--- config.mk ---
export PLATFORM = sky130hd
export DESIGN_NAME = boot_loader_arb
export DESIGN_NICKNAME = d
export VERILOG_FILES = /design/src/rtl/boot_loader_arb.sv
export SDC_FILE = /design/constraint.sdc
export NUM_CORES = 1
export LEC_CHECK = 0
export ABC_AREA = 1
export CELL_PAD_IN_SITES_DETAIL_PLACEMENT = 1
export CELL_PAD_IN_SITES_GLOBAL_PLACEMENT = 1
export CORE_MARGIN = 2
export CORE_UTILIZATION = 38
export CTS_BUF_LIST = sky130_fd_sc_hd__clkbuf_8
export CTS_CLUSTER_DIAMETER = 200
export DETAILED_ROUTE_END_ITERATION = 8
export PLACE_DENSITY_LB_ADDON = 0.05
export SLEW_MARGIN = 20
export SYNTH_ARGS = -nofsm -noshare
export SYNTH_HDL_FRONTEND = slang
export SYNTH_SLANG_ARGS = --single-unit
--- constraint.sdc ---
create_clock -name clk -period 6.65 [get_ports clk]
set_input_delay 0.9975 -clock clk [delete_from_list [all_inputs] [get_ports clk]]
set_output_delay 0.9975 -clock clk [all_outputs]
set_load 0.01 [all_outputs]
--- src/rtl/boot_loader_arb.sv ---
`default_nettype none
// ============================================================================
//  Module      : boot_loader_arb
//  Description : Shares the data-memory port and the UART RX FIFO pop line
//                between the CPU load/store path and a boot loader. With
//                boot_en_i=1 after reset, a little-endian length header and
//                then that many 32-bit words are streamed from the RX FIFO
//                into RAM starting at BASE_ADDR while the CPU is stalled.
//                Once loading ends (or straight away with boot_en_i=0) every
//                CPU memory/FIFO signal passes through combinationally.
//  Revision    : 1.0  initial release
// ----------------------------------------------------------------------------
//  Ports
//    clk, rst          clock, synchronous active-high reset
//    boot_en_i         sampled in idle: 1 = run the loader, 0 = run the CPU
//    cpu_*_i           CPU data-side request (address, data, strobes, width)
//    cpu_rx_rdreq_i    FIFO pop requested on behalf of the CPU
//    rx_empty_i        show-ahead RX FIFO empty flag
//    rx_data_i         RX FIFO head byte, valid while rx_empty_i=0
//    rx_rdreq_o        RX FIFO pop
//    mem_*_o           request to the memory block
//    cpu_stall_o       1 = CPU holds its PC and pipeline
//    boot_done_o       sticky, set once the CPU is released
//    len_err_o         sticky, header length was above MAX_WORDS
// ============================================================================
module boot_loader_arb #(
  parameter logic [31:0] BASE_ADDR = 32'h0000_0100,
  parameter logic [15:0] MAX_WORDS = 16'd8192
) (
  input  logic        clk,
  input  logic        rst,
  input  logic        boot_en_i,
  input  logic [31:0] cpu_addr_i,
  input  logic [31:0] cpu_wdata_i,
  input  logic        cpu_we_i,
  input  logic        cpu_re_i,
  input  logic [2:0]  cpu_funct3_i,
  input  logic        cpu_rx_rdreq_i,
  input  logic        rx_empty_i,
  input  logic [7:0]  rx_data_i,
  output logic        rx_rdreq_o,
  output logic [31:0] mem_addr_o,
  output logic [31:0] mem_wdata_o,
  output logic        mem_we_o,
  output logic        mem_re_o,
  output logic [2:0]  mem_funct3_o,
  output logic        cpu_stall_o,
  output logic        boot_done_o,
  output logic        len_err_o
);

  typedef enum logic [1:0] {
    S_IDLE = 2'd0,
    S_HDR  = 2'd1,
    S_DATA = 2'd2,
    S_RUN  = 2'd3
  } state_t;

  state_t      state_q, state_d;
  logic [1:0]  bcnt_q, bcnt_d;        // byte position within header/word
  logic [31:0] word_q, word_d;        // byte assembly register
  logic [15:0] nwords_q, nwords_d;    // clamped word count
  logic [15:0] widx_q, widx_d;        // index of the next word to write
  logic        wr_pend_q, wr_pend_d;  // write issues on the cycle after byte 3
  logic [31:0] wr_data_q, wr_data_d;  // frozen copy so the next word can start
  logic        boot_done_q, boot_done_d;
  logic        len_err_q, len_err_d;

  logic        w_pop;
  logic        w_last_pend;

  // The pending write belongs to word widx_q; if that is the final word,
  // its last byte has already been taken and the FIFO must not be touched.
  assign w_last_pend = wr_pend_q && (widx_q == (nwords_q - 16'd1));

  always_ff @(posedge clk) begin
    if (rst) begin
      state_q     <= S_IDLE;
      bcnt_q      <= 2'd0;
      word_q      <= 32'd0;
      nwords_q    <= 16'd0;
      widx_q      <= 16'd0;
      wr_pend_q   <= 1'b0;
      wr_data_q   <= 32'd0;
      boot_done_q <= 1'b0;
      len_err_q   <= 1'b0;
    end else begin
      state_q     <= state_d;
      bcnt_q      <= bcnt_d;
      word_q      <= word_d;
      nwords_q    <= nwords_d;
      widx_q      <= widx_d;
      wr_pend_q   <= wr_pend_d;
      wr_data_q   <= wr_data_d;
      boot_done_q <= boot_done_d;
      len_err_q   <= len_err_d;
    end
  end

  always_comb begin
    state_d   = state_q;
    bcnt_d    = bcnt_q;
    word_d    = word_q;
    nwords_d  = nwords_q;
    widx_d    = widx_q;
    wr_pend_d = 1'b0;
    wr_data_d = wr_data_q;
    len_err_d = len_err_q;
    w_pop     = 1'b0;

    case (state_q)
      S_IDLE: begin
        state_d = boot_en_i ? S_HDR : S_RUN;
      end

      S_HDR: begin
        w_pop = ~rx_empty_i;
        if (w_pop) begin
          word_d[{bcnt_q, 3'b000} +: 8] = rx_data_i;
          bcnt_d = bcnt_q + 2'd1;
          if (bcnt_q == 2'd3) begin
            if (word_d == 32'd0) begin
              state_d = S_RUN;
            end else begin
              if (word_d > {16'd0, MAX_WORDS}) begin
                nwords_d  = MAX_WORDS;
                len_err_d = 1'b1;
              end else begin
                nwords_d = word_d[15:0];
              end
              state_d = S_DATA;
            end
          end
        end
      end

      S_DATA: begin
        w_pop = ~rx_empty_i & ~w_last_pend;
        if (wr_pend_q) begin
          widx_d = widx_q + 16'd1;
          if (w_last_pend) begin
            state_d = S_RUN;
          end
        end
        if (w_pop) begin
          word_d[{bcnt_q, 3'b000} +: 8] = rx_data_i;
          bcnt_d = bcnt_q + 2'd1;
          if (bcnt_q == 2'd3) begin
            wr_pend_d = 1'b1;
            wr_data_d = word_d;
          end
        end
      end

      S_RUN: begin
        state_d = S_RUN;
      end

      default: begin
        state_d = S_IDLE;
      end
    endcase

    boot_done_d = boot_done_q | (state_d == S_RUN);
  end

  // Output routing: CPU passthrough once running, loader write otherwise.
  always_comb begin
    rx_rdreq_o   = w_pop;
    mem_addr_o   = 32'd0;
    mem_wdata_o  = 32'd0;
    mem_we_o     = 1'b0;
    mem_re_o     = 1'b0;
    mem_funct3_o = 3'b000;
    if (state_q == S_RUN) begin
      rx_rdreq_o   = cpu_rx_rdreq_i;
      mem_addr_o   = cpu_addr_i;
      mem_wdata_o  = cpu_wdata_i;
      mem_we_o     = cpu_we_i;
      mem_re_o     = cpu_re_i;
      mem_funct3_o = cpu_funct3_i;
    end else if (wr_pend_q) begin
      mem_addr_o   = BASE_ADDR + {14'd0, widx_q, 2'b00};
      mem_wdata_o  = wr_data_q;
      mem_we_o     = 1'b1;
      mem_funct3_o = 3'b010;
    end
  end

  assign cpu_stall_o = (state_q != S_RUN);
  assign boot_done_o = boot_done_q;
  assign len_err_o   = len_err_q;

endmodule
`default_nettype wire

==> out/metrics.yaml, run 1 <==
finalClockSkew_ns: 0.0218
grt-ovfl-total: 0
avgSynthCellArea_sq_um: 6.06
cts_hold_buf: 0
grt_max_degree: 73
grt_setup_unrepaired: "false"
reg2reg_from: "bcnt_q[0]"
firstDrtPassIters: 4
synthDominantCellAreaShare_pct: 31.1
layoutNonFillerInstCount: 1447
ant_nets: 0
synth-xor-area-share_pct: 1.98
vdd_drop_max_uv: 126
clk_path_buf_depth: 2
via_count: 7034
leakagePower_nw: 4.10
yosysTopAreaCell: "dfxtp_1"
synthAdderAreaFrac_pct: 2.45
cts_buffers: 9
grt_pass1_wl_microns: 34100
synth_seq_area_share_pct: 31.1
ys_seq_elements: 103
die_y_microns: 136
placed_cells: 1431
cts.sink_count: 103
drt_iter0_markers: 200
hold_depth: 2
ff2ff_path_depth: 15
ys_warn_count: 0
fin_ws_ns: 2.21
worstMarginPinSlew_ns: 0.977
wl_per_cell_microns: 14.8
start_kind: "register"
setup_violations: 0
crit_path_max_fanout: 51
critical_path_class: "reg -> out"
synth-edff-count: 0
gp_congestion: 0.825
crit_arrival_ns: 3.45
post_cts_resized: 0
finalNetCount: 1312
muxShareOfSynthArea_pct: 0
start_util_pct: 38.6
synth-simple-area-share_pct: 40.1
slew_violations: 0
numPortBuffers: 154
dp_slack_ns: 2.49
synth_top_family_by_area: "simple AND/OR/NAND/NOR gates"
async_flop_share_pct: 0
slew_headroom_pct: 34.6
synth_cells: 1094
gr-usage-all-layers_pct: 23.2
hpwlAfterDp_microns: 16400
first_global_vias: 6909
whs_endpoint: "nwords_q[15]"
finalSetupTns_ns: 0
post_cts_buffers: 0
synth_common_cells: "357 x nand2_1, 163 x nor2_1, 147 x inv_1, 103 x dfxtp_1, 55 x o21ai_0"
fin_util_pct: 49.4
syn_area_sq_mm: 0.00663
post_drt_via_cell_ratio: 4.86
antenna_found_initial: 0
clk_pin_slew_ns: 0.11
core_area_sq_mm: 0.0172
cts_tree: "done"
rrSetupSlack_ns: 3.09
wirelength_microns: 21400
period_minus_slack_ns: 4.44
outcome: "complete, no violations"
cts_root_buffer: "clkbuf_8"
min_path_type: "reg -> reg"
synth_nets: 1189
min_from: "nwords_q[15]"
power_density_mw_per_mm2: 246
rr_endpoint: "nwords_q[4]"
die_width_microns: 136
io_pins: 155
insertion_delay_ns: 0.42
hold_viol: 0
area_delta_synth_final_pct: 28.0
cap_violations: 0
dominantRegCellSynth: "dfxtp_1"
drcViolationCount: 0
rows: 48
max_freq_ghz: 0.225
layout-drive-gt1-share_pct: 4.99
crit_required_ns: 5.65
cts.htree.levels: 3
finalCritPeriodShare_pct: 66.8
crit_path_end_kind: "output port"
synth_most_common_cell: "nand2_1"
synth_compound_area_share_pct: 12.2
netlist_top_cells_area: "dfxtp_1 31%, nand2_1 20%, nor2_1 9.2%"
diodes: 0
dieArea_sq_mm: 0.0185
synth_cell_types: 41
logic make-up (layout without fill, tap and decap cells):
group / after synthesis / after routing
AO/OA/AOI/OAI: 137 / 137
AND/OR/NAND/NOR: 626 / 626
adder cells (fa/ha/maj): 13 / 13
XOR/XNOR: 15 / 15
flip-flops: 103 / 103
buffers and inverters: 200 / 328
worst max-delay path, cell delays in order, from the launching register on:
cell and delay [ns]:
dfxtp_1 0.41, inv_2 0.07, ha_1 0.32, xor2_1 0.18, nand3_1 0.10, nor2_1 0.12
nand2_1 0.06, nor2_1 0.08, nand2_1 0.06, nor2_1 0.12, nand3_2 0.20, nand2_4 0.48
o21ai_0 0.22, nand3_1 0.11, nand2_1 0.05, clkdlybuf4s50_1 0.47
area by class of cell:
cell class,instances,area [sq um]
Inverter,153,577
Clock inverter,7,100
Fill cell,2345,8690
Tap cell,225,282
Clock buffer,9,124
Sequential cell,103,2060
Multi-Input combinational cell,791,3760
Timing Repair Buffer,159,1580
layout by cell type, fill, tap and decap left out, drive strengths merged:
master         instances
a21oi                 58
clkdlybuf4s50        154
a2111oi                1
a32o                   5
nand4                 23
nor3b                  1
nand2                363
clkinv                 4
o211ai                 1
nor2                 173
and2                   1
nand3                 30
xor2                  11
xnor2                  4
a22oi                  8
nand3b                22
clkbuf                 9
o21ai                 55
a31oi                  2
bufinv                 1
nor2b                  5
dfxtp                103
buf                    5
inv                  155
a22o                   2
nor3                   8
a21boi                 5
ha                    13
metal layers:
layer | global-route usage, % | share of wire (%)
met5 | 0 | 0
met4 | 6.77 | 1.8
met3 | 3.73 | 2.9
met2 | 44.9 | 53
met1 | 25.9 | 42
flip-flops by register name, summed over array words and instances, names as in the netlist:
signal       flops
bcnt_q           2
boot_done_o      1
len_err_o        1
nwords_q        16
state_q          2
widx_q          16
word_q          32
wr_data_q       32
wr_pend_q        1
per-stage QoR:
step	hold WS, ns	instance area (sq um)	power, mW
after floorplan	0.430	6630	1.33
after global placement	0.436	8260	1.62
after detailed placement	0.448	8260	1.65
after CTS	0.463	8490	2.11
after global routing	0.490	8490	2.24
final	0.458	8490	2.09
how the worst max path moves through the flow:
stage,depth (start not counted),from,endpoint
finish,15,nwords_q[0],rx_rdreq_o
global route,15,nwords_q[0],rx_rdreq_o
CTS,15,nwords_q[0],rx_rdreq_o
detailed placement,7,rx_empty_i,rx_rdreq_o
global placement,7,rx_empty_i,rx_rdreq_o
floorplan,15,nwords_q[0],rx_rdreq_o
power breakdown:
part,internal (mW),switching [mW]
clock network,0.186,0.269
logic,0.344,0.559
registers,0.688,0.0423
total,1.22,0.870
No activity file was read; power rests on OpenSTA's default activity.
==> inputs of run 2 (changes only) <==
- CORE_UTILIZATION: 38 -> 32
- clock period: 6.65 -> 4 ns (I/O delays scaled with it)
==> run 2 against run 1 <==
Non-clock buffer count is 5 higher. Combinational power up 63%. Clock-buffer cell count up 1. Via count rose by 0.24%. Sequential power up 67%. Clock skew shrank 0.0071 ns. Routed wire length increased by 7.2%. Core utilization is 7.1 points lower. Power increased by 67%. Sequential share of layout area is 0.30 points lower. Worst setup slack worse by 1.8 ns. Critical path type unchanged. Highest routed layer unchanged.
==> out/metrics.yaml, run 2 (synthesis gave the netlist of run 1 again) <==
crit_path_end_kind: "output port"
crit_path_top_delay_cell: "clkdlybuf4s50_1"
start_util_pct: 32.7
clk_path_buf_depth: 2
core_area_sq_mm: 0.0203
reg2reg_from: "bcnt_q[0]"
setup_violations: 0
finalClockSkew_ns: 0.0147
path_cells: "inv_1 > ha_1 > nand3_1 > nand2_1 > inv_1 > nor2_1 > nand2_1 > nor2_1 > nand2_1 > nor2_1 > nand3_2 > nand2_4 > o21ai_0 > nand3_1 > nand2_1 > clkdlybuf4s50_1"
cap_violations: 0
power_density_mw_per_mm2: 406
cts_tree: "done"
finalCritPeriodShare_pct: 90.0
post_cts_resized: 0
ant_nets: 0
min_from: "boot_done_o"
fin_area_sq_mm: 0.00859
grt_pass1_wl_microns: 36500
start_kind: "register"
drt_iter0_markers: 242
layout-drive-gt1-share_pct: 5.38
crit_arrival_ns: 3.00
diodes: 0
critical_path_class: "reg -> out"
hold_slack_ns: 0.464
outcome: "complete, no violations"
cts_hold_buf: 0
post_cts_buffers: 0
layout_common_cells: "357 x nand2_1, 163 x nor2_1, 154 x clkdlybuf4s50_1, 146 x inv_1, 103 x dfxtp_1"
wirelength_microns: 22900
crit_required_ns: 3.40
numPortBuffers: 154
firstDrtPassIters: 4
grt_max_degree: 73
clk_pin_slew_ns: 0.11
startpoint: "nwords_q[1]"
min_path_type: "reg -> reg"
cts_root_buffer: "clkbuf_8"
placed_area_sq_mm: 0.00836
layout_commonest_cell: "nand2_1"
first_global_vias: 7087
post_drt_via_cell_ratio: 4.71
insertion_delay_ns: 0.40
wl_per_cell_microns: 15.3
via_count: 7051
dieArea_sq_mm: 0.0219
finalNetCount: 1317
drcViolationCount: 0
grt_setup_unrepaired: "false"
die_y_microns: 148
max_freq_ghz: 0.278
slew_headroom_pct: 37.2
leakagePower_nw: 4.14
slowest_delay_ns: 0.47
gp_congestion: 0.826
slew_violations: 0
hold_viol: 0
gr-usage-all-layers_pct: 20.9
cts_buffers: 9
rows: 52
grt-ovfl-total: 0
reg_top3: "word_q (32), wr_data_q (32)"
cp_common_cell: "nand2_1"
crit_path_max_fanout: 6
worstMarginPinSlew_ns: 0.941
die_width_microns: 148
period_minus_slack_ns: 3.60
antenna_found_initial: 0
hpwlAfterDp_microns: 17300
cts.sink_count: 103
cts.htree.levels: 3
finalSetupTns_ns: 0
io_pins: 155
vdd_drop_max_uv: 173
area_delta_synth_final_pct: 29.6
[run 2: through the flow]
step                worst slack [ns]  total power [mW]  cells  util (%)
floorplan                       1.50              2.22   1094         -
CTS                            0.329              3.53   1497      42.3
global route                   0.118              3.75   1497      42.3
global placement               0.701              2.70   1481      41.2
detailed placement             0.599              2.71   1481      41.2
finish                         0.399              3.49   1497      42.3
[run 2: area by class of cell]
cell class                 count  area, sq um
sequential                   103         2060
clock inverter                 6          100
tap                          270          338
multi-input combinational    791         3760
timing repair buffer         164         1620
inverter                     153          577
clock buffer                  10          138
fill                        2729        11700
[run 2: worst max-delay path: cells and delay by family (launching register included)]
family	cells	cell delay (ns)
DFF	1	0.33
AOI/OAI and AO/OA	1	0.13
adders and majority gates	1	0.25
and+or+nand+nor	11	1.27
buffers and inverters	3	0.62
[run 2: final timing paths]
kind	endpoint	slack, ns	cells after the start
worst min register to register	boot_done_o	0.46	2
worst max register to register	nwords_q[3]	0.48	15
worst min-delay path	boot_done_o	0.46	2
worst max-delay path	rx_rdreq_o	0.40	16
[run 2: power by group]
group	internal (mW)	switching (mW)
clock network	0.382	0.418
registers	1.14	0.0725
logic	0.576	0.896
[run 2: metal layers]
layer	GRT usage [%]	wire length, microns
met1	24.5	9770
met2	40.0	12200
met3	2.96	612
met4	5.00	301
met5	0	0
